--- config.mk ---
export PLATFORM = sky130hd
export DESIGN_NAME = ps2_host_tx
export DESIGN_NICKNAME = d
export VERILOG_FILES = /design/src/rtl/ps2_host_tx_pkg.sv /design/src/rtl/ps2_line_sync.sv /design/src/rtl/ps2_host_tx.sv
export SDC_FILE = /design/constraint.sdc
export NUM_CORES = 1
export LEC_CHECK = 0
export BUFFER_PORTS_ARGS = -buffer_cell sky130_fd_sc_hd__buf_2
export CORE_MARGIN = 5
export CORE_UTILIZATION = 30
export CTS_CLUSTER_SIZE = 28
export DETAILED_ROUTE_END_ITERATION = 10
export SLEW_MARGIN = 20
export SYNTH_ARGS = -nofsm -noshare
export SYNTH_HDL_FRONTEND = slang
export SYNTH_SLANG_ARGS = --single-unit
--- constraint.sdc ---
create_clock -name clk -period 2.3 [get_ports clk]
set_input_delay 0 -clock clk [delete_from_list [all_inputs] [get_ports clk]]
set_output_delay 0 -clock clk [all_outputs]
set_load 0.05 [all_outputs]
--- src/rtl/ps2_host_tx_pkg.sv ---
// -----------------------------------------------------------------------------
// ps2_host_tx_pkg
//   Shared definitions for the PS/2 host-to-device transmitter.
//   - FSM state encoding
//   - err_code values reported with the error pulse
//   - default timing constants (50 MHz system clock)
//   - latched request frame type and odd-parity helper
// Optional feature macro used by the block: PS2_TX_RETRY_EN
// -----------------------------------------------------------------------------
package ps2_host_tx_pkg;

    typedef enum logic [2:0] {
        ST_IDLE      = 3'd0,
        ST_INHIBIT   = 3'd1,
        ST_REQ       = 3'd2,
        ST_SHIFT     = 3'd3,
        ST_ACK       = 3'd4,
        ST_WAIT_IDLE = 3'd5
    } state_t;

    localparam logic [1:0] ERR_NONE    = 2'b00;
    localparam logic [1:0] ERR_TIMEOUT = 2'b01;
    localparam logic [1:0] ERR_NACK    = 2'b10;

    // 100 us inhibit and 15 ms inter-edge timeout at 50 MHz
    localparam int DEF_INHIBIT_CYCLES = 5000;
    localparam int DEF_TIMEOUT_CYCLES = 750000;
    localparam int DEF_TO_W           = 20;

    // Number of device clock falls already seen when the fall that
    // releases data for the stop bit arrives (falls 1..9 carry d0..d7, parity).
    localparam logic [3:0] FALLS_BEFORE_STOP = 4'd9;

    // Byte as it goes on the wire after the start bit: LSB first, parity last.
    typedef struct packed {
        logic       parity;
        logic [7:0] data;
    } tx_frame_t;

    function automatic logic odd_parity(input logic [7:0] b);
        return ~^b;
    endfunction

endpackage

--- src/rtl/ps2_line_sync.sv ---
// -----------------------------------------------------------------------------
// ps2_line_sync
//   Two-flop synchronisers for the raw PS/2 clock and data pad levels plus a
//   one-cycle pulse on each synchronised clock falling edge. Written so the
//   receive path can reuse it unchanged.
// Ports
//   clk          in   system clock
//   reset        in   asynchronous, active-low reset
//   ps2_clk_in   in   raw ps2_clk pad level (asynchronous)
//   ps2_data_in  in   raw ps2_data pad level (asynchronous)
//   clk_s        out  synchronised ps2_clk
//   data_s       out  synchronised ps2_data
//   clk_fall     out  1-cycle pulse on clk_s 1->0
// -----------------------------------------------------------------------------
module ps2_line_sync (
    input  logic clk,
    input  logic reset,
    input  logic ps2_clk_in,
    input  logic ps2_data_in,
    output logic clk_s,
    output logic data_s,
    output logic clk_fall
);

    logic [1:0] clk_pipe;
    logic [1:0] data_pipe;
    logic       clk_prev;

    // Flops reset to the idle (released, pulled-up) bus level so leaving reset
    // never fabricates a falling edge.
    always_ff @(posedge clk or negedge reset) begin
        if (!reset) begin
            clk_pipe  <= 2'b11;
            data_pipe <= 2'b11;
            clk_prev  <= 1'b1;
        end else begin
            clk_pipe  <= {clk_pipe[0], ps2_clk_in};
            data_pipe <= {data_pipe[0], ps2_data_in};
            clk_prev  <= clk_pipe[1];
        end
    end

    assign clk_s    = clk_pipe[1];
    assign data_s   = data_pipe[1];
    assign clk_fall = clk_prev & ~clk_pipe[1];

endmodule

--- src/rtl/ps2_host_tx.sv ---
// -----------------------------------------------------------------------------
// ps2_host_tx
//   PS/2 host-to-device transmitter. Sends one command byte to the device over
//   the open-drain ps2_clk/ps2_data lines: inhibit, request-to-send, device
//   clocked shifting of d0..d7 + odd parity + stop, then ACK check and wait for
//   the bus to return idle.
// Parameters
//   INHIBIT_CYCLES  clk cycles ps2_clk is held low before the request
//   TIMEOUT_CYCLES  max clk cycles between device clock falling edges
//   TO_W            width of the shared inhibit/timeout counter
// Ports
//   clk, reset            system clock, asynchronous active-low reset
//   tx_data, tx_send      command byte and one-cycle request strobe
//   ps2_clk_in/data_in    raw pad levels
//   ps2_clk_oe/data_oe    1 = pull the line low, 0 = release
//   busy                  high from accepted request until done/error
//   done, error           one-cycle completion pulses
//   err_code              with error: 01 timeout, 10 no ACK
// Configuration
//   PS2_TX_RETRY_EN: when defined, the first failure silently restarts the
//   transfer from the inhibit phase with the same byte; only a second failure
//   raises error.
// -----------------------------------------------------------------------------
module ps2_host_tx
    import ps2_host_tx_pkg::*;
#(
    parameter int INHIBIT_CYCLES = DEF_INHIBIT_CYCLES,
    parameter int TIMEOUT_CYCLES = DEF_TIMEOUT_CYCLES,
    parameter int TO_W           = DEF_TO_W
) (
    input  logic       clk,
    input  logic       reset,
    input  logic [7:0] tx_data,
    input  logic       tx_send,
    input  logic       ps2_clk_in,
    input  logic       ps2_data_in,
    output logic       ps2_clk_oe,
    output logic       ps2_data_oe,
    output logic       busy,
    output logic       done,
    output logic       error,
    output logic [1:0] err_code
);

    localparam logic [TO_W-1:0] INH_LAST = TO_W'(INHIBIT_CYCLES - 1);
    localparam logic [TO_W-1:0] TO_LAST  = TO_W'(TIMEOUT_CYCLES - 1);
    localparam logic [TO_W-1:0] CNT_MAX  = {TO_W{1'b1}};

    logic clk_s, data_s, clk_fall;

    ps2_line_sync u_sync (
        .clk         (clk),
        .reset       (reset),
        .ps2_clk_in  (ps2_clk_in),
        .ps2_data_in (ps2_data_in),
        .clk_s       (clk_s),
        .data_s      (data_s),
        .clk_fall    (clk_fall)
    );

    state_t          state_q, state_d;
    logic [TO_W-1:0] cnt_q, cnt_d;
    logic [3:0]      bitcnt_q, bitcnt_d;
    logic [8:0]      shreg_q, shreg_d;
    logic            clk_oe_q, clk_oe_d;
    logic            data_oe_q, data_oe_d;
    logic            busy_q, busy_d;
    logic            done_q, done_d;
    logic            error_q, error_d;
    logic [1:0]      err_code_q, err_code_d;
`ifdef PS2_TX_RETRY_EN
    tx_frame_t       frame_q, frame_d;
    logic            retried_q, retried_d;
`endif

    logic            fail;
    logic [1:0]      fail_code;
    logic [TO_W-1:0] cnt_inc;
    tx_frame_t       req;

    always_comb begin
        state_d    = state_q;
        cnt_d      = cnt_q;
        bitcnt_d   = bitcnt_q;
        shreg_d    = shreg_q;
        clk_oe_d   = clk_oe_q;
        data_oe_d  = data_oe_q;
        busy_d     = busy_q;
        done_d     = 1'b0;
        error_d    = 1'b0;
        err_code_d = ERR_NONE;
`ifdef PS2_TX_RETRY_EN
        frame_d    = frame_q;
        retried_d  = retried_q;
`endif
        fail       = 1'b0;
        fail_code  = ERR_NONE;
        req        = '{parity: odd_parity(tx_data), data: tx_data};
        // Saturating so a stuck bus can never wrap the timeout back to zero.
        cnt_inc    = (cnt_q == CNT_MAX) ? cnt_q : cnt_q + 1'b1;

        unique case (state_q)
            ST_IDLE: begin
                if (tx_send) begin
                    shreg_d   = req;
                    busy_d    = 1'b1;
                    cnt_d     = '0;
                    bitcnt_d  = '0;
                    clk_oe_d  = 1'b1;
                    data_oe_d = 1'b0;
                    state_d   = ST_INHIBIT;
`ifdef PS2_TX_RETRY_EN
                    frame_d   = req;
                    retried_d = 1'b0;
`endif
                end
            end

            ST_INHIBIT: begin
                cnt_d = cnt_inc;
                if (cnt_q == INH_LAST) begin
                    data_oe_d = 1'b1;      // start bit, clock still held low
                    state_d   = ST_REQ;
                end
            end

            // One cycle with both lines low, then hand the clock to the device.
            ST_REQ: begin
                clk_oe_d = 1'b0;
                cnt_d    = '0;
                bitcnt_d = '0;
                state_d  = ST_SHIFT;
            end

            // The device samples on its rising edge, so data only moves right
            // after a falling edge.
            ST_SHIFT: begin
                if (clk_fall) begin
                    cnt_d    = '0;
                    bitcnt_d = bitcnt_q + 4'd1;
                    if (bitcnt_q == FALLS_BEFORE_STOP) begin
                        data_oe_d = 1'b0;  // stop bit = released line
                        state_d   = ST_ACK;
                    end else begin
                        data_oe_d = ~shreg_q[0];
                        shreg_d   = {1'b0, shreg_q[8:1]};
                    end
                end else begin
                    cnt_d = cnt_inc;
                    if (cnt_q >= TO_LAST) begin
                        fail      = 1'b1;
                        fail_code = ERR_TIMEOUT;
                    end
                end
            end

            ST_ACK: begin
                if (clk_fall) begin
                    cnt_d = '0;
                    if (data_s) begin
                        fail      = 1'b1;
                        fail_code = ERR_NACK;
                    end else begin
                        state_d = ST_WAIT_IDLE;
                    end
                end else begin
                    cnt_d = cnt_inc;
                    if (cnt_q >= TO_LAST) begin
                        fail      = 1'b1;
                        fail_code = ERR_TIMEOUT;
                    end
                end
            end

            ST_WAIT_IDLE: begin
                if (clk_s && data_s) begin
                    done_d  = 1'b1;
                    busy_d  = 1'b0;
                    state_d = ST_IDLE;
                end else if (clk_fall) begin
                    cnt_d = '0;
                end else begin
                    cnt_d = cnt_inc;
                    if (cnt_q >= TO_LAST) begin
                        fail      = 1'b1;
                        fail_code = ERR_TIMEOUT;
                    end
                end
            end

            default: begin
                clk_oe_d  = 1'b0;
                data_oe_d = 1'b0;
                busy_d    = 1'b0;
                state_d   = ST_IDLE;
            end
        endcase

        if (fail) begin
`ifdef PS2_TX_RETRY_EN
            if (!retried_q) begin
                // Second chance: rerun the whole frame, caller sees nothing.
                retried_d = 1'b1;
                shreg_d   = frame_q;
                cnt_d     = '0;
                bitcnt_d  = '0;
                clk_oe_d  = 1'b1;
                data_oe_d = 1'b0;
                state_d   = ST_INHIBIT;
            end else
`endif
            begin
                clk_oe_d   = 1'b0;
                data_oe_d  = 1'b0;
                busy_d     = 1'b0;
                error_d    = 1'b1;
                err_code_d = fail_code;
                state_d    = ST_IDLE;
            end
        end
    end

    always_ff @(posedge clk or negedge reset) begin
        if (!reset) begin
            state_q    <= ST_IDLE;
            cnt_q      <= '0;
            bitcnt_q   <= '0;
            shreg_q    <= '0;
            clk_oe_q   <= 1'b0;
            data_oe_q  <= 1'b0;
            busy_q     <= 1'b0;
            done_q     <= 1'b0;
            error_q    <= 1'b0;
            err_code_q <= ERR_NONE;
`ifdef PS2_TX_RETRY_EN
            frame_q    <= '0;
            retried_q  <= 1'b0;
`endif
        end else begin
            state_q    <= state_d;
            cnt_q      <= cnt_d;
            bitcnt_q   <= bitcnt_d;
            shreg_q    <= shreg_d;
            clk_oe_q   <= clk_oe_d;
            data_oe_q  <= data_oe_d;
            busy_q     <= busy_d;
            done_q     <= done_d;
            error_q    <= error_d;
            err_code_q <= err_code_d;
`ifdef PS2_TX_RETRY_EN
            frame_q    <= frame_d;
            retried_q  <= retried_d;
`endif
        end
    end

    // Pad enables come straight from flops so the open-drain lines never glitch.
    assign ps2_clk_oe  = clk_oe_q;
    assign ps2_data_oe = data_oe_q;
    assign busy        = busy_q;
    assign done        = done_q;
    assign error       = error_q;
    assign err_code    = err_code_q;

endmodule

# [After elaboration in Yosys (flattened, before gate mapping)]
# Index checks and enable logic that the tools add are counted.
[word_totals] reg_bits=48 input_bits=13 out_inout_bits=7
[op_classes] n_addsub=2 magnitude_cmp=1 n_eq_ne=22 muxes=49 n_bitwise=3 n_reduce_logical=17
[ops] operator="20-bit one-hot mux with 5 select lines" count=1
[ops] operator="20-bit two-way mux" count=4
[ops] operator="9-bit two-way mux" count=3
[ops] operator="3-bit two-way mux" count=8
[ops] operator="3-bit inequality test, second input constant" count=7
[ops] operator="20-bit by 1-bit adder with 20-bit output, second input constant" count=1
[ops] operator="20-bit by 13-bit equality test with 1-bit output, second input constant" count=1
[ops] operator="20-bit equality test, second input constant" count=1
[ops] operator="20-bit >= comparator, second input constant" count=1
[ops] operator="1-bit two-way mux" count=19
[ops] operator="3-bit one-hot mux with 6 select lines" count=1
[ops] operator="9-bit one-hot mux with 2 select lines" count=1
[ops] operator="4-bit one-hot mux with 3 select lines" count=1
[ops] operator="3-bit AND reduction" count=3
[ops] operator="2-bit two-way mux" count=4
[ops] operator="4-bit two-way mux" count=2
[ops] operator="2-bit inequality test, second input constant" count=4
[ops] operator="4-bit AND reduction" count=2
[ops] operator="4-bit OR reduction" count=2
[ops] operator="8-bit XNOR reduction" count=1
[ops] operator="7-bit AND reduction" count=1
[ops] operator="3-bit by 2-bit equality test with 1-bit output, second input constant" count=2
[ops] operator="3-bit equality test, second input constant" count=2
[ops] operator="2-bit by 1-bit inequality test with 1-bit output, second input constant" count=3
[ops] operator="other kinds (17)" count=19

# [Depth between registers and ports, before layout]
# Gate-level depths: netlist of run 1.
[logic_depth] word_depth=7 ltp_mapped=9

# [By module]
# Synthesis of run 1 repeated with hierarchy kept, for this count alone.
[hier_totals] hier_cells=296 area_unflattened_um2=2802.7
[modules_own_cells] mod="ps2_host_tx" n_inst=1 cells_each=290 area_per_inst_um2=2657.5 seq_area_each_um2=1076.0
[modules_own_cells] mod="ps2_line_sync" n_inst=1 cells_each=6 area_per_inst_um2=145.1 seq_area_each_um2=131.4

# [Least setup slack after synthesis of run 1]
# OpenSTA, ideal clock, no wires.
[synth_timing] kind="flip-flop to flip-flop" startpoint="register cnt_q[0]" endpoint="register cnt_q[1]" setup_ps=136 arrival_time_ps=2082 setup_slack_ps=83 stages_incl_launch_ff=10 path_buffers=3 synth_period_minus_slack_ps=2217 cell_sequence="dfrtp_1 ha_1 nand3_4 or4_4 buf_6 o31ai_4 buf_6 buf_12 mux2i_1 nor2_1"
[synth_via] elab_chain_cells=5
[synth_lines] element="from (decl)" line="ps2_host_tx.sv:62" rtl="logic [TO_W-1:0] cnt_q, cnt_d;"
[synth_lines] element="from (signal assigned)" line="ps2_host_tx.sv:241" rtl="cnt_q <= cnt_d;"
[synth_lines] element="20-bit by 1-bit adder with 20-bit output or 20-bit equality test (tied branches)" line="ps2_host_tx.sv:100" rtl="cnt_inc = (cnt_q == CNT_MAX) ? cnt_q : cnt_q + 1'b1;"
[synth_lines] element="20-bit two-way mux (*)" line="ps2_host_tx.sv:100"
[synth_lines] element="20-bit two-way mux" line="ps2_host_tx.sv:138, ps2_host_tx.sv:158, ps2_host_tx.sv:180"
[synth_lines] element="20-bit two-way mux" line="ps2_host_tx.sv:176" rtl="if (clk_s && data_s) begin"
[synth_lines] element="20-bit one-hot mux with 5 select lines (*)" line="ps2_host_tx.sv:102" rtl="unique case (state_q)"
# Every way passes the cells marked *; elsewhere a longest branch is shown, timed or not. The select of a mux whose other input is x is not followed.
# A chain may end at the register's enable or synchronous reset.

# [Worst setup path after layout of run 1]
[layout_timing] startpoint="register cnt_q[1]" endpoint="register cnt_q[1]"
# The elaborated chain is that of the path after synthesis.

==> results of run 1 <==
[timing repair]
item,4_1_cts,5_1_grt
endpoints found under the hold margin,16,0
gates resized for setup,0,3
buffers inserted,0,1
hold buffers,3,0
setup endpoints to repair,0,9
[worst max-delay path: stages (launching register included)]
cell	delay, ps
dfrtp_1	400
ha_2	250
nand3_4	120
or4_4	600
o31ai_4	240
buf_12	190
mux2i_1	180
nor2_1	50
[layout by cell type (no fill, tap or decap), types with 8 or more instances in the layout]
cell type  synthesis  final
a21oi_1           32     32
buf_2              4     19
buf_4              0     13
dfrtp_1           43     43
inv_1             10     10
mux2i_1           10     10
nand2_1           22     22
nor2_1            24     24
nor3_1            12     12
o21ai_0            8      8
o21ai_1           11     11
or3_1             11     11
[stage by stage]
step | hold slack (ps) | setup slack, ps | instance area (um2) | std cells
final | 8.69 | 155 | 3090 | 429
after global routing | 12.8 | 31.5 | 3090 | 429
after CTS | 5.33 | 70.4 | 3080 | 428
after detailed placement | -61.4 | 87.9 | 2950 | 417
after global placement | -76.5 | 161 | 2950 | 417
after floorplan | -296 | 82.8 | 2700 | 291
[power by group]
part	internal [mW]	leakage, nW	switching, mW	total, mW
sequential	1.02	0.604	0.151	1.17
clock	0.222	0.0452	0.319	0.542
combinational	0.516	0.607	0.747	1.26
total	1.76	1.26	1.22	2.97
[routing by layer]
layer  routed length (um)  part of all wire, %  up-vias  GRT usage [%]
li1                     -                    -     1116              -
met1                 2920                   49     1065           15.2
met2                 2770                   46       47           17.4
met4                   66                  1.1        0           3.29
met5                    0                    0        -              0
met3                  209                  3.5        5           1.91
[sequential cells by signal (all words and copies together), names as in the netlist]
signal,count
cnt_q,20
shreg_q,9
bitcnt_q,4
state_q,3
err_code,2
u_sync.clk_pipe,2
u_sync.data_pipe,2
busy,1
done,1
error,1
ps2_clk_oe,1
ps2_data_oe,1
u_sync.clk_prev,1
[path summary, 6_finish.rpt]
check | depth (start not counted) | endpoint | slack (ps)
max | 7 | cnt_q[1]$_DFFE_PN0P_ | 160
min | 3 | shreg_q[2]$_DFFE_PN0P_ | 9
max reg2reg | 7 | cnt_q[1]$_DFFE_PN0P_ | 160
min reg2reg | 0 | u_sync.clk_pipe[1]$_DFF_PN1_ | 360
max in group asynchronous | 3 | u_sync.data_pipe[1]$_DFF_PN1_ | 1410
min in group asynchronous | 2 | cnt_q[11]$_DFFE_PN0P_ | 120
[cell families (layout without fill, tap and decap cells)]
group	Yosys count	after routing	share of synthesized area (%)
flip-flops	48	48	44.7
AO/OA/AOI/OAI	84	84	20.2
AND/OR/NAND/NOR	113	113	22.3
buffers and inverters	24	54	4.68
XOR/XNOR	8	8	2.60
multiplexers	11	11	4.12
adder cells (fa/ha/maj)	3	3	1.39
[synthesized netlist by cell type (8+ instances only)]
| library cell | number |
|---|---|
| nand2_1 | 22 |
| a21oi_1 | 32 |
| dfrtp_1 | 43 |
| or3_1 | 11 |
| mux2i_1 | 10 |
| nor3_1 | 12 |
| nor2_1 | 24 |
| o21ai_0 | 8 |
| inv_1 | 10 |
| o21ai_1 | 11 |
[cell type report]
cell class / instances / area (um2) / area share, %
clock buffers: 5 / 68.8 / 2.22
clock inverters: 3 / 25.0 / 0.809
inverters: 10 / 37.5 / 1.21
multi-input cells: 219 / 1380 / 44.5
flip-flops and latches: 48 / 1210 / 39.0
well taps: 108 / 135 / 4.37
repair buffers: 36 / 243 / 7.84
==> impl_results.md, run 1 <==
- Status: finished clean
- Fmax: about 470 MHz
- Aggregate global routing overflow: 0
- Starting density of the core: 30.8%
- Fillers: roughly 900
- Avg Cell Area, Syn: between 9 and 10 um2
- First-pass GRT wire length: between 10 and 15 mm
- Hold Path Origin: tx_data[2]
- Mapped Cells: between 200 and 300
- Dpl hpwl: 4.37 mm
- Register area share after synthesis: 44.7%
- Port Buffers: 19
- Routed Antenna Nets: 0
- Worst Setup SP: cnt_q[1]$_DFFE_PN0P_
- Layout area overhead: 14.6%
- Pwr/cell area: roughly 960 nW/um2
- GPL Wtd Cong: 0.852
- Critical Path Sink Type: flip-flop
- Root Buffer: clkbuf_8
- Setup violators final: 0
- Worst IR Drop VDD: ~300 uV
- Synth cell types: between 50 and 60
- MaxCap Viol Count: 0
- CTS tree: yes
- Setup TNS Final: 0 ps
- Number of global-route vias before repair: 2141
- Fin util: between 30% and 40%
- TritonCTS Buffers: 5
- Clock buffer depth: 2
- Most common flop cell mapped by yosys: dfrtp_1
- Final Skew: 13.4 ps
- Reg2reg start: cnt_q[1]$_DFFE_PN0P_
- Antenna violations before repair: 0
- CP Data Required Time: roughly 2500 ps
- Gr usage total: ~11%
- Worst-skew pair later-pin latency: 310 ps
- DRT Pass-1 Iters: 4
- Largest net degree at the start of global routing: 35
- Share of Yosys cell area claimed by the top area cell type: 39.9%
- Relative slew slack: about two thirds
- Final period util: 93.2%
- Routed len/inst: between 10 and 15 um
- Die Span Y: 105 um
- Routed vias/inst: ~5.2
- CP Class: reg -> reg
- Nets: 336
- Detailed Route WL: roughly 6 mm
- Register bit total from synthesis: 48
- Area leader, netlist: dfrtp_1
- FP Rows: 34
- DR DRC count: 0
- Die Wd: 105 um
- Async SR Flop Fraction: 100%
- Synth area leaders: dfrtp_1, a21oi_1, dfstp_2
- Final Total Pwr: 2.97 mW
- Core area: around 8800 um2
- Fin. Hold Viols: 0
- Crit-path max FO: 22
- Post-synth EDFFs: 0
- Max-slew violations: 0
- H-tree Lvls: 2
- Ant. Diodes: 0
- Unrepaired setup endpoints after global routing: no
- Syn Std Cell Area: roughly 2700 um2
- Worst slew pin tran: between 400 and 500 ps
- Starting DRT DRC Count: ~180
- Syn nets: around 310
- Sink Count: 48
- Via count: about 2200
- Leak: between 1 and 1.5 nW
- Min Tclk post-route: about 2100 ps
- Layout cell share with drive strength beyond 1: 18.7%
- Critical Path AT: 2330 ps
- Clock transition at the registers of the reported paths: around 100 ps
- Hold Path Class: in -> reg
- Crit path launch type: flip-flop
- # IOs: 20
- Ys Warns: 0
- Die area: around 11000 um2
(Power assumes the default switching activity.)
==> inputs of run 2 (changes only) <==
--- a/config.mk
+++ b/config.mk
@@ -5,7 +5,7 @@
 export SDC_FILE = /design/constraint.sdc
 export NUM_CORES = 1
 export LEC_CHECK = 0
-export BUFFER_PORTS_ARGS = -buffer_cell sky130_fd_sc_hd__buf_2
+export BUFFER_PORTS_ARGS = -buffer_cell sky130_fd_sc_hd__buf_4
 export CORE_MARGIN = 5
 export CORE_UTILIZATION = 30
 export CTS_CLUSTER_SIZE = 28
==> run 2 against run 1 <==
Design area up 2.5%. Via count fell by 0.54%. Utilization up 0.90 points. Clock power increased by 36%. Critical path type unchanged. Critical endpoint unchanged. Largest cell class unchanged.
==> impl_results.md, run 2 (same netlist as run 1, synthesis figures left out) <==
- Int Pwr: approximately 2 mW
- Gr usage total: between 10 and 15%
- Setup TNS Final: 0 ps
- DRT Pass-1 Iters: 4
- WL met3: between 150 and 200 um
- Largest regs: cnt_q (20), shreg_q (9), bitcnt_q (4)
- Switching share of total power: between 30% and 40%
- Inst Count DP: 416
- Worst slew pin tran: slightly below 600 ps
- Dpl hpwl: 4.37 mm
- Crit path launch type: flip-flop
- MaxCap Viol Count: 0
- Die area: about 11000 um2
- Worst IR Drop VDD: 323 uV
- Combinational Power Share: 39.7%
- Detailed Route WL: ~6.0 mm
- Die Span Y: 105 um
- Final Skew: roughly 11 ps
- Core area: slightly below 9000 um2
- Final setup margin: between 100 and 150 ps
- Crit-path max FO: 22
- Commonest cells after routing, fill and taps aside: dfrtp_1, a21oi_1, buf_4, nor2_1, nand2_1
- Routed vias/inst: ~5.2
- Commonest non-fill, non-tap cell in the layout: dfrtp_1
- Nets: between 300 and 400
- CP endpoint: cnt_q[1]$_DFFE_PN0P_
- Final Total Pwr: between 3 and 4 mW
- Routed len/inst: roughly 14 um
- Sink Count: between 40 and 50
- First-pass GRT wire length: approximately 10 mm
- Unrepaired setup endpoints after global routing: no
- Post-CTS repair timing setup buffer count: 0
- # IOs: 20
- Aggregate global routing overflow: 0
- Worst Setup SP: cnt_q[0]$_DFFE_PN0P_
- TritonCTS Buffers: 5
- CP Data Required Time: between 2000 and 2500 ps
- Final Non-Filler Cells: ~430
- Starting density of the core: a little under a third
- Critical Path Sink Type: flip-flop
- Root Buffer: clkbuf_8
- Number of global-route vias before repair: 2177
- Worst-skew pair later-pin latency: 300 ps
- Layout cell share with drive strength beyond 1: approximately 18%
- CTS tree: yes
- FP Rows: 34
- Top Metal Used: met4
- Pwr/cell area: approximately 1000 nW/um2
- Starting DRT DRC Count: a little over 80
- DR DRC count: 0
- Reg2reg path depth: 7
- Switching power: about 1.2 mW
- Hold Path Class: in -> reg
- Relative slew slack: 60.4%
- Share of power burned in registers: a little under two fifths
- Reg2reg end: cnt_q[1]$_DFFE_PN0P_
- Biggest register: cnt_q
- Routed Antenna Nets: 0
- Max reg flops: 20
- Port Buffers: 19
- Final period util: a little over nine tenths
- Clock buffer depth: 2
- Die Wd: 105 um
- Fin. Hold Viols: 0
- Reg2reg start: cnt_q[0]$_DFFE_PN0P_
- Largest net degree at the start of global routing: a little under 50
- H-tree Lvls: 2
- R2R setup slack: between 100 and 150 ps
- Post-place setup slack: around 75 ps
- Met1 WL: approximately 2.9 mm
- Antenna violations before repair: 0
- Met2 wire length: approximately 2.8 mm
- Critical Path AT: between 2000 and 2500 ps
- GPL Wtd Cong: 0.834
- Clock transition at the registers of the reported paths: ~90 ps
- Via count: between 2000 and 2500
- Max-slew violations: 0
- Fmax: between 400 and 500 MHz
- Clock network power share: a little under a quarter
- Leak: 1.28 nW
- Status: finished clean
- Setup violators final: 0
- Ant. Diodes: 0
- Min Tclk post-route: between 2000 and 2500 ps
- CP Class: reg -> reg
- Layout area overhead: 17.5%
-- run 2: cell types whose count changed in the layout (fill, tap and decap cells not counted) --
cell and change:
a2111oi_1 -1, a2111oi_2 +1, buf_2 -19, buf_4 +17, bufinv_16 +2, clkinvlp_4 -1
inv_6 -1, or2_1 +1, or2_4 -1
-- run 2: layer usage --
layer / global-route usage (%) / vias up
li1: - / 1124
met1: 15.3 / 1045
met2: 17.5 / 42
met3: 2.10 / 10
met4: 3.84 / 0
met5: 0 / -
-- run 2: critical path, stage by stage (launching register included) --
cell     delay [ps]
dfrtp_1         420
ha_2            260
nand3_4         110
or4_4           600
o31ai_4         230
buf_12          190
mux2i_1         180
nor2_1           50
-- run 2: worst min-delay path by stage --
stage / slack [ps] / startpoint / end / cells after the start
finish: 20 / tx_data[1] / shreg_q[1]$_DFFE_PN0P_ / 3
global route: 8 / tx_data[1] / shreg_q[1]$_DFFE_PN0P_ / 3
CTS: 2 / tx_data[2] / shreg_q[2]$_DFFE_PN0P_ / 3
detailed placement: 60 / reset / cnt_q[7]$_DFFE_PN0P_ / 1
global placement: 50 / reset / cnt_q[7]$_DFFE_PN0P_ / 1
floorplan: -300 / reset / bitcnt_q[0]$_DFFE_PN0P_ / 0
-- run 2: through the flow --
step	area, um2	util [%]	hold slack (ps)
after floorplan	2700	-	-296
after global placement	2990	34.1	52.5
after detailed placement	2990	34.1	56.7
after CTS	3160	36.1	1.63
after global routing	3170	36.2	8.31
final	3170	36.2	15.1
-- run 2: timing repair --
item	CTS	global route
hold buffers	3	0
gates resized for setup	0	3
endpoints found under the hold margin	45	0
setup endpoints to repair	0	9
-- run 2: area by class of cell --
class / count / area, um2
clock buffers: 5 / 68.8
clock inverters: 3 / 68.8
fillers: 884 / 5590
inverters: 10 / 37.5
multi-input cells: 219 / 1380
flip-flops and latches: 48 / 1210
well taps: 108 / 135
repair buffers: 34 / 275
-- run 2: power groups by stage --
stage | Sequential [mW] | Combinational (mW) | Clock (mW)
6_report | 1.18 | 1.26 | 0.739
5_1_grt | 1.21 | 1.42 | 0.795
4_1_cts | 1.18 | 1.27 | 0.764
3_5_place_dp | 1.19 | 1.26 | 0
3_3_place_gp | 1.19 | 1.23 | 0
2_1_floorplan | 1.23 | 0.865 | 0
